<file path="src/rtl/ransac_fixed_pkg.sv">
// ransac_fixed: shared Q16.16 fixed-point type, FMA opcodes and width helpers
package ransac_fixed;
  localparam int VALUE_BITS = 32;
  localparam int FRAC_BITS = 16;
  typedef logic signed [VALUE_BITS-1:0] fixed_t;
  typedef enum logic {
    FMA_OPCODE_POS_A_POS_C = 1'b0,
    FMA_OPCODE_NEG_A_POS_C = 1'b1
  } fma_opcode_t;
  function automatic int value_bits();
    return VALUE_BITS;
  endfunction
endpackage

</file>
<file path="src/rtl/param_vector_squared_magnitude.sv">
// param_vector_squared_magnitude: sum vector[i]^2 using the dot product with lhs = rhs and zero bias
module param_vector_squared_magnitude
  import ransac_fixed::*;
#(
  parameter int dimension = 3,
  parameter int multiply_latency = ransac_fixed::value_bits() / 8
) (
  input  logic   clock,
  input  logic   reset,
  input  logic   input_valid,
  input  fixed_t vector [dimension],
  output logic   input_ready,
  output logic   output_valid,
  input  logic   output_ready,
  output fixed_t magnitude
);
  param_vector_dot_product #(.dimension(dimension), .multiply_latency(multiply_latency)) u_dot (
    .clock        (clock),
    .reset        (reset),
    .input_valid  (input_valid),
    .lhs          (vector),
    .rhs          (vector),
    .bias         ('0),
`ifdef PARAM_DOT_PRODUCT_SUBTRACT_EN
    .subtract     (1'b0),
`endif
    .input_ready  (input_ready),
    .output_valid (output_valid),
    .output_ready (output_ready),
    .dot_product  (magnitude)
  );
endmodule

</file>
<file path="src/rtl/slow_fp_fused_multiply_add.sv">
// slow_fp_fused_multiply_add: pipelined fixed-point r = c +/- a*b, result valid `latency` cycles after input_valid
module slow_fp_fused_multiply_add
  import ransac_fixed::*;
#(
  parameter int latency = 4
) (
  input  logic        clock,
  input  logic        reset,
  input  logic        input_valid,
  input  fixed_t      a,
  input  fixed_t      b,
  input  fixed_t      c,
  input  fma_opcode_t opcode,
  output logic        output_valid,
  output fixed_t      r
);
  logic [latency-1:0] r_valid;
  fixed_t r_result [latency];
  logic signed [2*VALUE_BITS-1:0] w_a, w_b, w_product;
  fixed_t w_term, w_result;
  if (latency < 1) begin : g_latency_check
    $error("slow_fp_fused_multiply_add: latency must be >= 1");
  end
  // Full-width product rescaled by truncation; overflow wraps in fixed_t
  always_comb begin
    w_a = {{VALUE_BITS{a[VALUE_BITS-1]}}, a};
    w_b = {{VALUE_BITS{b[VALUE_BITS-1]}}, b};
    w_product = w_a * w_b;
    w_term = fixed_t'(w_product >>> FRAC_BITS);
    w_result = (opcode == FMA_OPCODE_NEG_A_POS_C) ? c - w_term : c + w_term;
  end
  // Valid shift chain; reset flushes any result in flight
  always_ff @(posedge clock) begin
    if (reset) r_valid <= '0;
    else begin
      r_valid[0] <= input_valid;
      for (int k = 1; k < latency; k++) r_valid[k] <= r_valid[k-1];
    end
  end
  // Result shift chain travelling alongside the valid bits
  always_ff @(posedge clock) begin
    r_result[0] <= w_result;
    for (int k = 1; k < latency; k++) r_result[k] <= r_result[k-1];
  end
  assign output_valid = r_valid[latency-1];
  assign r = r_result[latency-1];
endmodule

</file>
<file path="src/rtl/param_vector_dot_product.sv">
// param_vector_dot_product: bias + sum lhs[i]*rhs[i] via one serial FMA; PARAM_DOT_PRODUCT_SUBTRACT_EN adds a subtract port
module param_vector_dot_product
  import ransac_fixed::*;
#(
  parameter int dimension = 3,
  parameter int multiply_latency = ransac_fixed::value_bits() / 8
) (
  input  logic   clock,
  input  logic   reset,
  input  logic   input_valid,
  input  fixed_t lhs [dimension],
  input  fixed_t rhs [dimension],
  input  fixed_t bias,
`ifdef PARAM_DOT_PRODUCT_SUBTRACT_EN
  input  logic   subtract,
`endif
  output logic   input_ready,
  output logic   output_valid,
  input  logic   output_ready,
  output fixed_t dot_product
);
  localparam int IW = (dimension > 1) ? $clog2(dimension) : 1;
  typedef enum logic [1:0] {IDLE, ISSUE, WAIT, DONE} state_t;
  state_t r_state, w_next;
  fixed_t r_lhs [dimension];
  fixed_t r_rhs [dimension];
  fixed_t r_acc, r_dot, w_fma_r;
  logic [IW-1:0] r_i;
  logic r_output_valid, w_accept, w_last, w_fma_valid, w_fma_out_valid;
  fma_opcode_t w_opcode;
`ifdef PARAM_DOT_PRODUCT_SUBTRACT_EN
  logic r_subtract;
`endif
  if (dimension < 1) begin : g_dimension_check
    $error("param_vector_dot_product: dimension must be >= 1");
  end
  // Handshake decode, FMA issue strobe, opcode and next state
  always_comb begin
    w_accept = (r_state == IDLE) && input_valid;
    w_last = r_i == IW'(dimension - 1);
    w_fma_valid = r_state == ISSUE;
`ifdef PARAM_DOT_PRODUCT_SUBTRACT_EN
    w_opcode = r_subtract ? FMA_OPCODE_NEG_A_POS_C : FMA_OPCODE_POS_A_POS_C;
`else
    w_opcode = FMA_OPCODE_POS_A_POS_C;
`endif
    w_next = w_accept ? ISSUE :
             (r_state == ISSUE) ? WAIT :
             (r_state == WAIT && w_fma_out_valid) ? (w_last ? DONE : ISSUE) :
             (r_state == DONE && r_output_valid && output_ready) ? IDLE : r_state;
  end
  // State register
  always_ff @(posedge clock) begin
    if (reset) r_state <= IDLE;
    else r_state <= w_next;
  end
  // Operands are captured at accept so the caller may change them afterwards
  always_ff @(posedge clock) begin
    if (w_accept) begin
      r_lhs <= lhs;
      r_rhs <= rhs;
`ifdef PARAM_DOT_PRODUCT_SUBTRACT_EN
      r_subtract <= subtract;
`endif
    end
  end
  // Accumulate in index order; output_valid rises the cycle after entering DONE
  always_ff @(posedge clock) begin
    if (reset) begin
      r_i <= '0;
      r_acc <= '0;
      r_dot <= '0;
      r_output_valid <= 1'b0;
    end else begin
      if (w_accept) begin
        r_i <= '0;
        r_acc <= bias;
      end
      if (r_state == WAIT && w_fma_out_valid) begin
        r_acc <= w_fma_r;
        if (w_last) r_dot <= w_fma_r;
        else r_i <= r_i + 1'b1;
      end
      if (r_state == DONE) r_output_valid <= !(r_output_valid && output_ready);
    end
  end
  slow_fp_fused_multiply_add #(.latency(multiply_latency)) u_fma (
    .clock        (clock),
    .reset        (reset),
    .input_valid  (w_fma_valid),
    .a            (r_lhs[r_i]),
    .b            (r_rhs[r_i]),
    .c            (r_acc),
    .opcode       (w_opcode),
    .output_valid (w_fma_out_valid),
    .r            (w_fma_r)
  );
  assign input_ready = r_state == IDLE;
  assign output_valid = r_output_valid;
  assign dot_product = r_dot;
endmodule

</file>
<file path="config.mk">
export PLATFORM = sky130hd
export DESIGN_NAME = param_vector_squared_magnitude
export DESIGN_NICKNAME = d
export VERILOG_FILES = /design/src/rtl/ransac_fixed_pkg.sv /design/src/rtl/param_vector_squared_magnitude.sv /design/src/rtl/slow_fp_fused_multiply_add.sv /design/src/rtl/param_vector_dot_product.sv
export SDC_FILE = /design/constraint.sdc
export NUM_CORES = 2
export LEC_CHECK = 0
export ABC_AREA = 1
export CORE_MARGIN = 1
export CORE_UTILIZATION = 60
export CTS_CLUSTER_SIZE = 24
export DETAILED_ROUTE_END_ITERATION = 16
export GPL_TIMING_DRIVEN = 1
export PLACE_DENSITY = 0.79
export REMOVE_ABC_BUFFERS = 1
export SLEW_MARGIN = 0
export SYNTH_ARGS = -nofsm -noshare
export SYNTH_HDL_FRONTEND = slang
export SYNTH_HIERARCHICAL = 1
export SYNTH_SLANG_ARGS = --single-unit
export TNS_END_PERCENT = 30
</file>
<file path="constraint.sdc">
create_clock -name clock -period 27.6 [get_ports clock]
set_input_delay 4.14 -clock clock [delete_from_list [all_inputs] [get_ports clock]]
set_output_delay 4.14 -clock clock [all_outputs]
set_load 0.005 [all_outputs]
</file>
## Word level (Yosys, flattened, before mapping)

Memories as Yosys holds them, arrays and structs flattened.
Index checks and enable logic that the tools add are counted.

| storage, ports and cells | value |
|---|---|
| register bits after elaboration | 169 |
| RAM bits | 128 |
| input port bits | 100 |
| output and inout bits | 34 |
| word-level logic and storage cells | 45 |
| memories kept | 1 |

Memory list:

| name | depth | bits a word | read ports | clocked after memory_dff | write ports | RTL line | RTL |
|---|---|---|---|---|---|---|---|
| u_dot.u_fma.r_result | 4 | 32 | 4 | 0 | 4 | slow_fp_fused_multiply_add.sv:18 | `fixed_t r_result [latency];` |

| operators by class | value |
|---|---|
| add/subtract/negate cells | 2 |
| multiply operators | 1 |
| order comparisons | 1 |
| eq/ne operators | 4 |
| mux-type cells | 13 |
| bitwise logic cells | 1 |
| reduce and logical (&&, ||, !) cells | 12 |

Operators by type and width:

| operator | number |
|---|---|
| $mux W32 | 4 |
| $bmux W32 S2 | 1 |
| $mul A32 B32 Y48 | 1 |
| $add A32 B32 Y32 | 1 |
| $mux W2 | 7 |
| $eq A2 B2 Y1 const B | 3 |
| $logic_and A1 B1 Y1 | 5 |
| $reduce_bool A4 Y1 | 1 |
| $ge A3 B3 Y1 const B | 1 |
| $not A2 Y3 | 1 |
| $reduce_bool A3 Y1 | 1 |
| $add A2 B1 Y2 const B | 1 |
| $eq A2 B1 Y1 const B | 1 |
| $logic_not A2 Y1 | 1 |
| $reduce_and A2 Y1 | 1 |
| $reduce_bool A2 Y1 | 1 |
| $reduce_or A2 Y1 | 1 |
| $logic_not A1 Y1 | 1 |
| $mux W1 | 1 |

## Longest topological paths before layout

| logic depth | value |
|---|---|
| depth after elaboration | 7 |
| mapped depth | 61 |
| gate-level depth less buffers | 58 |

## Hierarchy

The synthesis kept the hierarchy.

Modules (own cells, without submodules):

| module | times used | cells an instance | area each (um2) | sequential area each (um2) |
|---|---|---|---|---|
| slow_fp_fused_multiply_add | 1 | 4850 | 36805.3 | 2642.5 |
| param_vector_dot_product | 1 | 936 | 10173.5 | 7146.9 |
| param_vector_squared_magnitude | 1 | 1 | 3.8 | 0.0 |

## Least setup slack after synthesis

OpenSTA, ideal clock, no wires.

| timing path | value |
|---|---|
| path kind | register -> register |
| start point | register u_dot.r_i[0] |
| end point | memory u_dot/u_fma/r_result[0][23] (netlist bit) |
| setup time | 72 ps |
| arrival time | 9099 ps |
| required time | 27528 ps |
| setup slack | 18428 ps |
| cell stages (with the launch flop) | 47 |
| path buffers | 4 |
| period minus slack after synthesis | 9172 ps |
| path through | dfxtp_1 > buf_2 > nor2_1 > buf_2 > buf_1 > nand2_1 > nand3_1 > clkbuf_1 > nand2_1 > fa_1 > inv_1 > fa_1 > fa_1 > inv_1 > fa_1 > inv_1 > fa_1 > ha_1 > [11 not listed] > xnor2_1 > ha_1 > nand3_1 > nor2_2 > nand3_1 > nor2_1 > nor2_1 > xor2_1 > inv_1 > ha_1 > a21oi_1 > o21ai_0 > a21oi_1 > o21ai_0 > a21oi_1 > o21ai_0 > a21oi_1 > xnor2_1 |

RTL lines:

| what | RTL line | RTL |
|---|---|---|
| start: declaration | param_vector_dot_product.sv:28 | `logic [IW-1:0] r_i;` |
| start signal: assignment | param_vector_dot_product.sv:82 | `else r_i <= r_i + 1'b1;` |
| end: declaration | slow_fp_fused_multiply_add.sv:18 |  |

==> impl_metrics.toml <==
[sta]
max-slew-margin-rel_pct = 21.5
min_period_ps = 11550
final_min_period_over_clock_period_pct = 41.8
max_freq_mhz = 86.6
hold_viol = 0
grt_setup_unrepaired = "no"
setup_tns_ps = 0
tightestPinTransition_ps = 1170
finalSetupViolations = 0
slew_viol_final = 0
clock-skew-final_ps = 23.4

[floorplan]
rows = 102
chipHeight_um = 282
die_area_um2 = 79400
core_um2 = 77500
ios = 134
fp.dieW_um = 282
initial_core_util_pct = 60.6

[final_layout]
syn2layout_area_growth_pct = 7.97
fin_nets = 6958
antennaDiodeCount = 0
drive_gt1_share_pct = 3.78

[setup_path]
startpoint_type = "flip-flop"
critPathRequiredTime_ps = 28090
rr_startpoint = "u_dot/r_i[0]"
critPathArrivalTime_ps = 12040
end_kind = "flip-flop"
critPathLaunch = "u_dot/r_i[0]"
critical_path_class = "flip-flop to flip-flop"
critPathSlowestCell = "buf_4"
crit_family = "adder cells"
worstPathMaxFanout = 67
max_stage_delay_ps = 580
critPathBufInv = 10
rrSetupSlack_ps = 16050

[synthesis]
ys_types = 47
synth_commonest_cells = "1,662 x nand2_1, 1,530 x inv_1, 839 x fa_1, 270 x nor2_1, 233 x nand3_1"
synthFlopType = "dfxtp_1"
synth_edf_count = 192
synth.area.top_cells = "fa_1 36%, nand2_1 13%, edfxtp_1 12%"
ys_seq_elements = 393
synthArstFlopShare_pct = 0
netlist_area_um2 = 47000
syn_area_per_cell_um2 = 8.12
syn-instance-count = 5787
synth.most_common_cell = "nand2_1"
yosys_warnings = 6
yosysTopAreaCell = "fa_1"
synth_top_area_share_pct = 35.7
synth-seq-area-share_pct = 20.8

[global_route]
grt_max_degree = 110
track_usage_pct = 33.0
grt_overflow = 0
antenna_found_initial = 1
grt_pass1_wl_um = 201000
grt_pass1_vias = 38300

[clocking]
ctsLongestPathBuffers = 3
insertion_delay_ps = 580
post_cts_buffers = 0
post_cts_resized = 0
cts_tree = "done"
h-tree-depth = 2
root_buffer = "clkbuf_16"
cts.sinks = 393
cts.clk_slew.worst_paths_ps = 70
ctsHoldBuffers = 0
cts_buffers = 41

[placed_design]
dp.final_hpwl_um = 94700
portBuffers = 133
globalplace.congestion = 0.989

[routing]
drtAntennaViolNets = 0
initialDrtViolationCount = 3477
vias = 36700
routedWlPerCell_um = 18.0
vias_per_cell = 5.33
dr.pass1.iters = 6
drt-total-wl_um = 124000
drc = 0

[job]
cap_violations = 0

[hold_path]
hp-class = "flip-flop to flip-flop"
min-delay-start = "u_dot/u_fma/r_result[0][0]"

[status]
status = "finished clean"
kinds of logic (layout without fill, tap and decap cells):
group / after synthesis / in the layout / share of synthesized area, %
adders and majority gates: 1034 / 1034 / 40.9
other: 2 / 33 / 0.0160
and+or+nand+nor: 2310 / 2310 / 20.1
buffers and inverters: 1780 / 1816 / 14.4
DFF: 393 / 393 / 20.8
xor gates and xnor gates: 67 / 67 / 1.25
AOI/OAI and AO/OA: 201 / 201 / 2.52
per-layer routing:
layer	vias to the layer above	global-route usage [%]	part of all wire [%]
li1	16700	-	-
met1	17900	43.5	39
met2	1737	53.6	47
met3	408	4.57	8.6
met4	0	16.6	5.8
met5	-	0	0
metrics by stage:
| step | utilization [%] | hold slack (ps) | cells | cell area, um^2 | setup WS, ps |
|---|---|---|---|---|---|
| floorplan | - | 310 | 5579 | 46100 | 16020 |
| global placement | 63.7 | 310 | 6821 | 49300 | 16380 |
| detailed placement | 63.7 | 312 | 6821 | 49300 | 16260 |
| CTS | 65.5 | 315 | 6894 | 50700 | 16190 |
| global route | 65.5 | 316 | 6894 | 50700 | 15310 |
| finish | 65.5 | 317 | 6894 | 50700 | 16050 |
cell type report:
type	count	area (um^2)
clock inverter	21	290
timing repair buffer	202	1850
inverter	1541	5790
fill	6372	26700
sequential	393	9790
multi-input combinational	3645	30600
clock buffer	52	1130
tap	1040	1300
sequential cells by signal, summed over array words and instances, names as in the netlist:
| signal | count |
|---|---|
| u_dot/u_fma/r_result | 128 |
| u_dot/r_lhs | 96 |
| u_dot/r_rhs | 96 |
| u_dot/dot_product | 32 |
| u_dot/r_acc | 32 |
| u_dot/u_fma/r_valid | 4 |
| u_dot/r_i | 2 |
| u_dot/r_state | 2 |
| u_dot/output_valid | 1 |
final timing paths:
kind                                                     to  cells past startpoint
worst max-delay path            u_dot/u_fma/r_result[0][23]                     45
worst min-delay path             u_dot/u_fma/r_result[1][0]                      0
worst max register to register  u_dot/u_fma/r_result[0][23]                     45
worst min register to register   u_dot/u_fma/r_result[1][0]                      0
placed cells by master, fill, tap and decap left out, types with 46 or more instances in the layout:
| cell type | instances |
|---|---|
| buf_4 | 69 |
| dfxtp_1 | 200 |
| xor2_1 | 46 |
| edfxtp_1 | 192 |
| fa_1 | 839 |
| ha_1 | 195 |
| nor2_1 | 268 |
| inv_1 | 1528 |
| nand2_1 | 1662 |
| clkdlybuf4s50_1 | 133 |
| nand3_1 | 231 |
| a21oi_1 | 84 |
Power is not shown: default switching activity piles up to over one toggle a cycle in this logic, so the estimate is an artifact.
